$ cat config.mk
export PLATFORM = sky130hd
export DESIGN_NAME = sine_block_sequencer
export DESIGN_NICKNAME = d
export VERILOG_FILES = /design/src/rtl/sine_block_sequencer.sv
export SDC_FILE = /design/constraint.sdc
export NUM_CORES = 1
export LEC_CHECK = 0
export CORE_MARGIN = 3
export CORE_UTILIZATION = 51
export CTS_CLUSTER_DIAMETER = 80
export CTS_CLUSTER_SIZE = 24
export DETAILED_ROUTE_END_ITERATION = 7
export HOLD_SLACK_MARGIN = 0.03
export PLACE_DENSITY_LB_ADDON = 0.08
export SLEW_MARGIN = 30
export SYNTH_ARGS = -nofsm -noshare
export SYNTH_HDL_FRONTEND = slang
export SYNTH_SLANG_ARGS = --single-unit
$ cat constraint.sdc
create_clock -name clk -period 7.5 [get_ports clk]
set_input_delay 1.875 -clock clk [delete_from_list [all_inputs] [get_ports clk]]
set_output_delay 1.875 -clock clk [all_outputs]
set_load 0.01 [all_outputs]
$ cat src/rtl/sine_block_sequencer.sv
// rtl/sine_block_sequencer.sv - stride-3 ROM address sequencer presenting registered sample blocks over valid/ready
module sine_block_sequencer #(
    parameter int ADDR_WIDTH = 9,
    parameter int DATA_WIDTH = 16
) (
    input  logic                  clk,
    input  logic                  rst,
    input  logic                  start,
    input  logic [ADDR_WIDTH:0]   num_blocks,
    output logic [ADDR_WIDTH-1:0] r_addr,
    input  logic [DATA_WIDTH-1:0] r_data_1,
    input  logic [DATA_WIDTH-1:0] r_data_2,
    input  logic [DATA_WIDTH-1:0] r_data_3,
    output logic [DATA_WIDTH-1:0] x0,
    output logic [DATA_WIDTH-1:0] x1,
    output logic [DATA_WIDTH-1:0] x2,
    output logic                  out_valid,
    input  logic                  out_ready,
    output logic                  busy,
    output logic                  done,
    output logic [ADDR_WIDTH:0]   blocks_sent
);

    typedef enum logic [1:0] {
        S_IDLE,
        S_RUN,
        S_DRAIN,
        S_DONE
    } state_t;

    // Last usable block base: a block at this base still fits its three words in the table.
    localparam int                  LAST_BASE_I = 2 ** ADDR_WIDTH - 3;
    localparam logic [ADDR_WIDTH:0] LAST_BASE   = LAST_BASE_I[ADDR_WIDTH:0];
    localparam logic [ADDR_WIDTH:0] STRIDE      = {{(ADDR_WIDTH - 1){1'b0}}, 2'b11};
    localparam logic [ADDR_WIDTH:0] ONE         = {{ADDR_WIDTH{1'b0}}, 1'b1};

    state_t                  r_state;
    state_t                  w_state_next;
    logic [ADDR_WIDTH:0]     r_count;
    logic [ADDR_WIDTH:0]     r_issued;
    logic [ADDR_WIDTH:0]     w_addr_sum;
    logic [ADDR_WIDTH-1:0]   w_addr_next;
    logic [ADDR_WIDTH:0]     w_issued_inc;
    logic                    w_start_ok;
    logic                    w_load;
    logic                    w_accept;
    logic                    w_last_load;

    // Comparison done one bit wider so r_addr + 3 cannot overflow before the wrap test.
    assign w_addr_sum   = {1'b0, r_addr} + STRIDE;
    assign w_addr_next  = (w_addr_sum > LAST_BASE) ? '0 : w_addr_sum[ADDR_WIDTH-1:0];
    assign w_issued_inc = r_issued + ONE;
    assign w_start_ok   = (r_state == S_IDLE) && start;
    assign w_load       = (r_state == S_RUN) && (r_issued < r_count) && (!out_valid || out_ready);
    assign w_accept     = out_valid && out_ready;
    assign w_last_load  = w_load && (w_issued_inc == r_count);

    // State register.
    always_ff @(posedge clk or posedge rst) begin
        if (rst) begin
            r_state <= S_IDLE;
        end else begin
            r_state <= w_state_next;
        end
    end

    // Next-state logic and state-decoded status outputs.
    always_comb begin
        w_state_next = r_state;
        busy         = 1'b0;
        done         = 1'b0;
        case (r_state)
            S_IDLE: begin
                if (start) begin
                    w_state_next = (num_blocks != '0) ? S_RUN : S_DONE;
                end
            end
            S_RUN: begin
                busy = 1'b1;
                if (w_last_load) begin
                    w_state_next = S_DRAIN;
                end
            end
            S_DRAIN: begin
                busy = 1'b1;
                if (w_accept) begin
                    w_state_next = S_DONE;
                end
            end
            S_DONE: begin
                done         = 1'b1;
                w_state_next = S_IDLE;
            end
            default: w_state_next = S_IDLE;
        endcase
    end

    // Run bookkeeping, address stepping and the output block register.
    always_ff @(posedge clk or posedge rst) begin
        if (rst) begin
            r_count     <= '0;
            r_issued    <= '0;
            r_addr      <= '0;
            x0          <= '0;
            x1          <= '0;
            x2          <= '0;
            out_valid   <= 1'b0;
            blocks_sent <= '0;
        end else begin
            if (w_start_ok) begin
                r_count     <= num_blocks;
                r_issued    <= '0;
                r_addr      <= '0;
                blocks_sent <= '0;
            end
            if (w_load) begin
                x0       <= r_data_1;
                x1       <= r_data_2;
                x2       <= r_data_3;
                r_issued <= w_issued_inc;
                r_addr   <= w_addr_next;
            end
            // A load keeps the slot full even when the previous block leaves on the same edge.
            if (w_load) begin
                out_valid <= 1'b1;
            end else if (w_accept) begin
                out_valid <= 1'b0;
            end
            if (w_accept) begin
                blocks_sent <= blocks_sent + ONE;
            end
        end
    end

endmodule

# Word-level counts from Yosys, hierarchy flattened
# Cells that the tools add are included.
totals:
  ff_bits: 90
  in_bits: 62
  output_inout_bits: 70
  elab_cells: 50
classes:
  n_addsub: 3
  order_cmp: 2
  n_eq_ne: 7
  mux: 15
  reduce_logical: 14
ops:
  columns: ["op", "count"]
  rows:
  - ["$mux W10", 3]
  - ["$mux W9", 3]
  - ["$add A10 B1 Y10 const B", 2]
  - ["$add A9 B2 Y10 const B", 1]
  - ["$eq A10 B10 Y1", 1]
  - ["$gt A10 B9 Y1 const B", 1]
  - ["$lt A10 B10 Y1", 1]
  - ["$reduce_bool A10 Y1", 1]
  - ["$mux W2", 4]
  - ["$pmux W2 S4", 1]
  - ["$ne A2 B2 Y1 const B", 3]
  - ["$reduce_bool A2 Y1", 3]
  - ["$logic_and A1 B1 Y1", 5]
  - ["$eq A2 B2 Y1 const B", 2]
  - ["$mux W1", 4]
  - ["$reduce_and A3 Y1", 1]
  - ["$eq A2 B1 Y1 const B", 1]
  - ["$logic_not A2 Y1", 1]
  - ["$reduce_or A2 Y1", 1]
  - ["$logic_not A1 Y1", 1]
  - ["$logic_or A1 B1 Y1", 1]

# Logic depth before layout (Yosys ltp)
logic_depth:
  word_depth: 6
  depth_mapped: 11
  ltp_nobuf: 8

# Worst setup path after synthesis
# No wires, ideal clock.
synth_path:
  path_type: "input port to flip-flop"
  startpoint: "input out_ready"
  endpoint: "register r_addr[1]"
  setup_ps: 82
  t_arrival_ps: 2967
  required_ps: 7418
  setup_slack_ps: 4451
  stages: 6
  path_buffers: 1
  path_cell_list: "nand2b_1 > nand2_1 > or2_0 > buf_2 > or3_1 > o22ai_1"
synth_between:
  elab_chain_cells: 3
  elab_cells_between_ends: 4
  classes_between: "1 x mux; 3 x reduce/logical"
synth_rtl:
  columns: ["element", "line_no", "text"]
  rows:
  - ["start: declaration", "18", "input logic out_ready,"]
  - ["$logic_or A1 B1 Y1 *", "54", "assign w_load = (r_state == S_RUN) && (r_issued < r_count) && (!out_valid || out_ready);"]
  - ["$logic_and A1 B1 Y1 *", "54", null]
  - ["$mux W9 / $reduce_bool A2 Y1 (equally long branches)", null, null]
  - ["end signal: assignment", "121", "r_addr <= w_addr_next;"]
  - ["end: declaration", "10", "output logic [ADDR_WIDTH-1:0] r_addr,"]
# Every way passes the cells marked *; elsewhere a longest branch is shown, timed or not.
# A chain may end at the register's enable or synchronous reset.

# Worst setup path after layout
layout_path:
  startpoint: "input out_ready"
  endpoint: "register r_issued[6]"
layout_between:
  elab_chain_cells: 3
  elab_cells_between_ends: 4
  classes_between: "1 x mux; 3 x reduce/logical"
layout_rtl:
  columns: ["element", "line_no", "text"]
  rows:
  - ["$logic_or A1 B1 Y1 *", "54", null]
  - ["$logic_and A1 B1 Y1 *", "54", null]
  - ["$mux W10 / $reduce_bool A2 Y1 (equally long branches)", null, null]
  - ["end signal: assignment", "120", "r_issued <= w_issued_inc;"]
  - ["end: declaration", "40", "logic [ADDR_WIDTH:0] r_issued;"]
# Marks and branches as above.

==> out/results.txt <==
Synthesized area: 0.00444 mm²
Total wire length: 10.6 mm
RSZ-0062 raised after global routing: no
WP data required: 7.74 ns
Max cap viols: 0
GRT Total Usage: 22.1%
# resized after CTS: 0
Delay-heaviest family, CP: compound AO/OA/AOI/OAI gates
CTS Hold Bufs: 0
CP Depth: 6
Yosys warning count: 0
Fillers: 643
Via count: 3855
Die X: 99.4 µm
Max Freq: 0.276 GHz
Post-Synthesis Cells: 493
DRT Pass-1 Iters: 5
Die height: 99.4 µm
Grt ovf: 0
Drt wl/cell: 14.6 µm
Crit path kind: input pin to flip-flop
Vias in the first global route: 3754
Remaining DRCs: 0
Leakage dissipation: 2.80 nW
I/O pin count: 132
Status: complete, no violations
Num CTS Buffers: 9
Yosys cell types: 54
Drt via density: 5.30
Routability cong.: 0.820
Multi-input gate area: 0.00203 mm²
Placed inst area: 0.00582 mm²
CTS tree: done
Reg area: 0.00225 mm²
Avg Synthesized Cell Area: 9.01 µm²
CP max FO: 12
Endpoints failing hold: 0
Seq/Total Area, Yosys: 50.7%
Critical Path AT: 3.87 ns
WHS Path Cells: 2
Hold path startpoint: x2[5]
CTS HTree Levels: 3
Clock tree buffer depth: 2
Core Rows: 33
Number of diodes: 0
Startpoint types: input pin
Core Area: 0.00834 mm²
Die area: 0.00987 mm²
FFs w/ async S/R, synth: 100%
Largest net degree at the start of global routing: 66
Worst reg2reg setup slack: 4.70 ns
IO Port Bufs: 131
Clock Sinks: 90
Root buf cell: clkbuf_8
Clock slew at reported path FFs: 0.09 ns
CP Buf/Inv Count: 1
R2R Path End: r_issued[6]
EDFF count, synth: 0
Slew margin rel.: 45.3%
Worst r2r src: r_issued[3]
Clock Latency Late Sink: 0.36 ns
Depth of the worst register-to-register path: 7
P&R area growth vs syn: 35.2%
Starting Density: 53.3%
Fin crit share: 48.3%
Clock skew: 0.0155 ns
Max rail drop VDD: 195 µV
CP Capture Type: flip-flop
Crit-path slowest cell: o21ai_1
Final setup TNS: 0 ns
WHS Endpoint: x2[5]
Synthesized Nets: 575
Max-slew violations: 0
First-pass GRT wire length: 17.7 mm
Share of cells above drive strength 1: 4.98%
FF+latch count, synth: 90
Power per cell area: 369 mW/mm²
Post-route antenna net violation count: 0
HP Class: flip-flop to flip-flop
Worst-path cell chain: clkdlybuf4s50_1 > nand2b_1 > nand2_1 > o21ai_1 > o21ai_0 > a22o_1
Commonest register cell after synthesis: dfrtp_1
Setup violations, final: 0
Initial antenna violation count: 0
Final #Nets: 700
Post-DP HPWL: 7.59 mm
Design Area, Final: 0.00601 mm²
Crit-path max cell delay: 0.65 ns
Final Critical Period: 3.63 ns
DRT iter0 DRCs: 129
Post-CTS Setup Bufs: 0
Worst-Margin Slew: 0.820 ns
worst max path at each step:
| stage | from | slack, ns | end |
|---|---|---|---|
| finish | out_ready | 3.87 | r_issued[6] |
| global placement | out_ready | 3.27 | r_issued[3] |
| detailed placement | out_ready | 3.53 | r_issued[6] |
| floorplan | rst | 3.29 | blocks_sent[0] |
| global route | out_ready | 3.66 | r_issued[6] |
| CTS | out_ready | 3.87 | r_issued[6] |
cells in the mapped netlist (2+ instances only):
cell | n | share of area, %
xor2_1 | 6 | 1.2
dfrtp_1 | 90 | 51
clkbuf_1 | 5 | 0.42
o21ai_0 | 35 | 3.9
o21ai_1 | 2 | 0.23
inv_1 | 22 | 1.9
nor3_1 | 4 | 0.45
a211oi_1 | 2 | 0.34
nand3_1 | 13 | 1.5
nor2b_1 | 2 | 0.28
mux2i_1 | 2 | 0.45
a21oi_1 | 6 | 0.68
nand2b_1 | 4 | 0.56
and3_1 | 5 | 0.70
nor4_1 | 4 | 0.56
buf_2 | 14 | 1.6
xnor2_1 | 12 | 2.4
a21o_1 | 5 | 0.84
o211ai_1 | 3 | 0.51
nor2_1 | 18 | 1.5
ha_1 | 20 | 5.6
o31ai_1 | 3 | 0.51
a22o_1 | 6 | 1.2
a32oi_1 | 2 | 0.39
a31oi_1 | 3 | 0.42
nand2_1 | 174 | 15
or3_1 | 3 | 0.42
a211o_1 | 2 | 0.39
cell usage in the layout (no fill, tap or decap), types with 2 or more instances in the layout:
cell	synthesis	final
nand2_1	174	174
clkdlybuf4s50_1	0	131
dfrtp_1	90	90
o21ai_0	35	34
inv_1	22	21
ha_1	20	20
nor2_1	18	17
nand3_1	13	13
xnor2_1	12	12
clkbuf_8	0	10
xor2_1	6	6
a21oi_1	6	6
a22o_1	6	6
a21o_1	5	5
and3_1	5	5
nand2b_1	4	4
nor3_1	4	4
nor4_1	4	4
o21ai_1	2	3
o211ai_1	3	3
or3_1	3	3
a31oi_1	3	3
o31ai_1	3	3
inv_6	0	3
a211oi_1	2	2
nor2b_1	2	2
a211o_1	2	2
a32oi_1	2	2
mux2i_1	2	2
clkinv_2	0	2
buf_4	0	2
through the flow:
step           utilization [%]  power [mW]  instances  hold WS (ns)  worst slack (ns)
2_1_floorplan                -        1.43        493         0.486              3.29
3_3_place_gp              69.8        1.88        712         0.459              3.27
3_5_place_dp              69.8        1.92        712         0.462              3.53
4_1_cts                   72.1        2.24        728         0.483              3.87
5_1_grt                   72.1        2.40        728         0.508              3.66
6_report                  72.1        2.22        728         0.478              3.87
sequential cells by signal, indices dropped and copies added, names as in the netlist, 2 cells and up:
name         cells
x0              16
r_issued        10
x2              16
r_addr           9
x1              16
r_state          2
r_count         10
blocks_sent     10
worst register-to-register path, delay by kind of cell, from the launching register on:
family | cells | cell delay (ns)
AOI/OAI and AO/OA | 4 | 1.12
adders and majority gates | 1 | 0.35
DFF | 1 | 0.51
and+or+nand+nor | 2 | 0.72
layout make-up:
cell class	count	area share [%]
Sequential cell	90	37.5
Timing Repair Buffer	133	22.1
Clock buffer	10	2.29
Inverter	22	1.39
Tap cell	105	2.19
Clock inverter	6	0.791
Multi-Input combinational cell	362	33.8
routing by layer:
| layer | vias to the layer above | share of wire (%) | track usage [%] |
|---|---|---|---|
| li1 | 1885 | - | - |
| met1 | 1861 | 43 | 28.5 |
| met2 | 91 | 50 | 37.3 |
| met3 | 18 | 4.7 | 3.79 |
| met4 | 0 | 2.3 | 8.40 |
| met5 | - | 0 | 0 |
where the power goes:
part	switching, mW	internal (mW)	leakage, nW
logic	0.570	0.520	1.57
clock network	0.185	0.133	0.0937
registers	0.133	0.676	1.15
cell families after synthesis:
kind of cell	count (synthesis)	share of synthesized area (%)
buffers and inverters	41	3.86
multiplexers	3	0.704
AO/OA/AOI/OAI	79	11.9
flip-flops	90	50.7
AND/OR/NAND/NOR	242	23.7
adder cells (fa/ha/maj)	20	5.63
XOR/XNOR	18	3.55
Power figures use the tool's default switching activity.
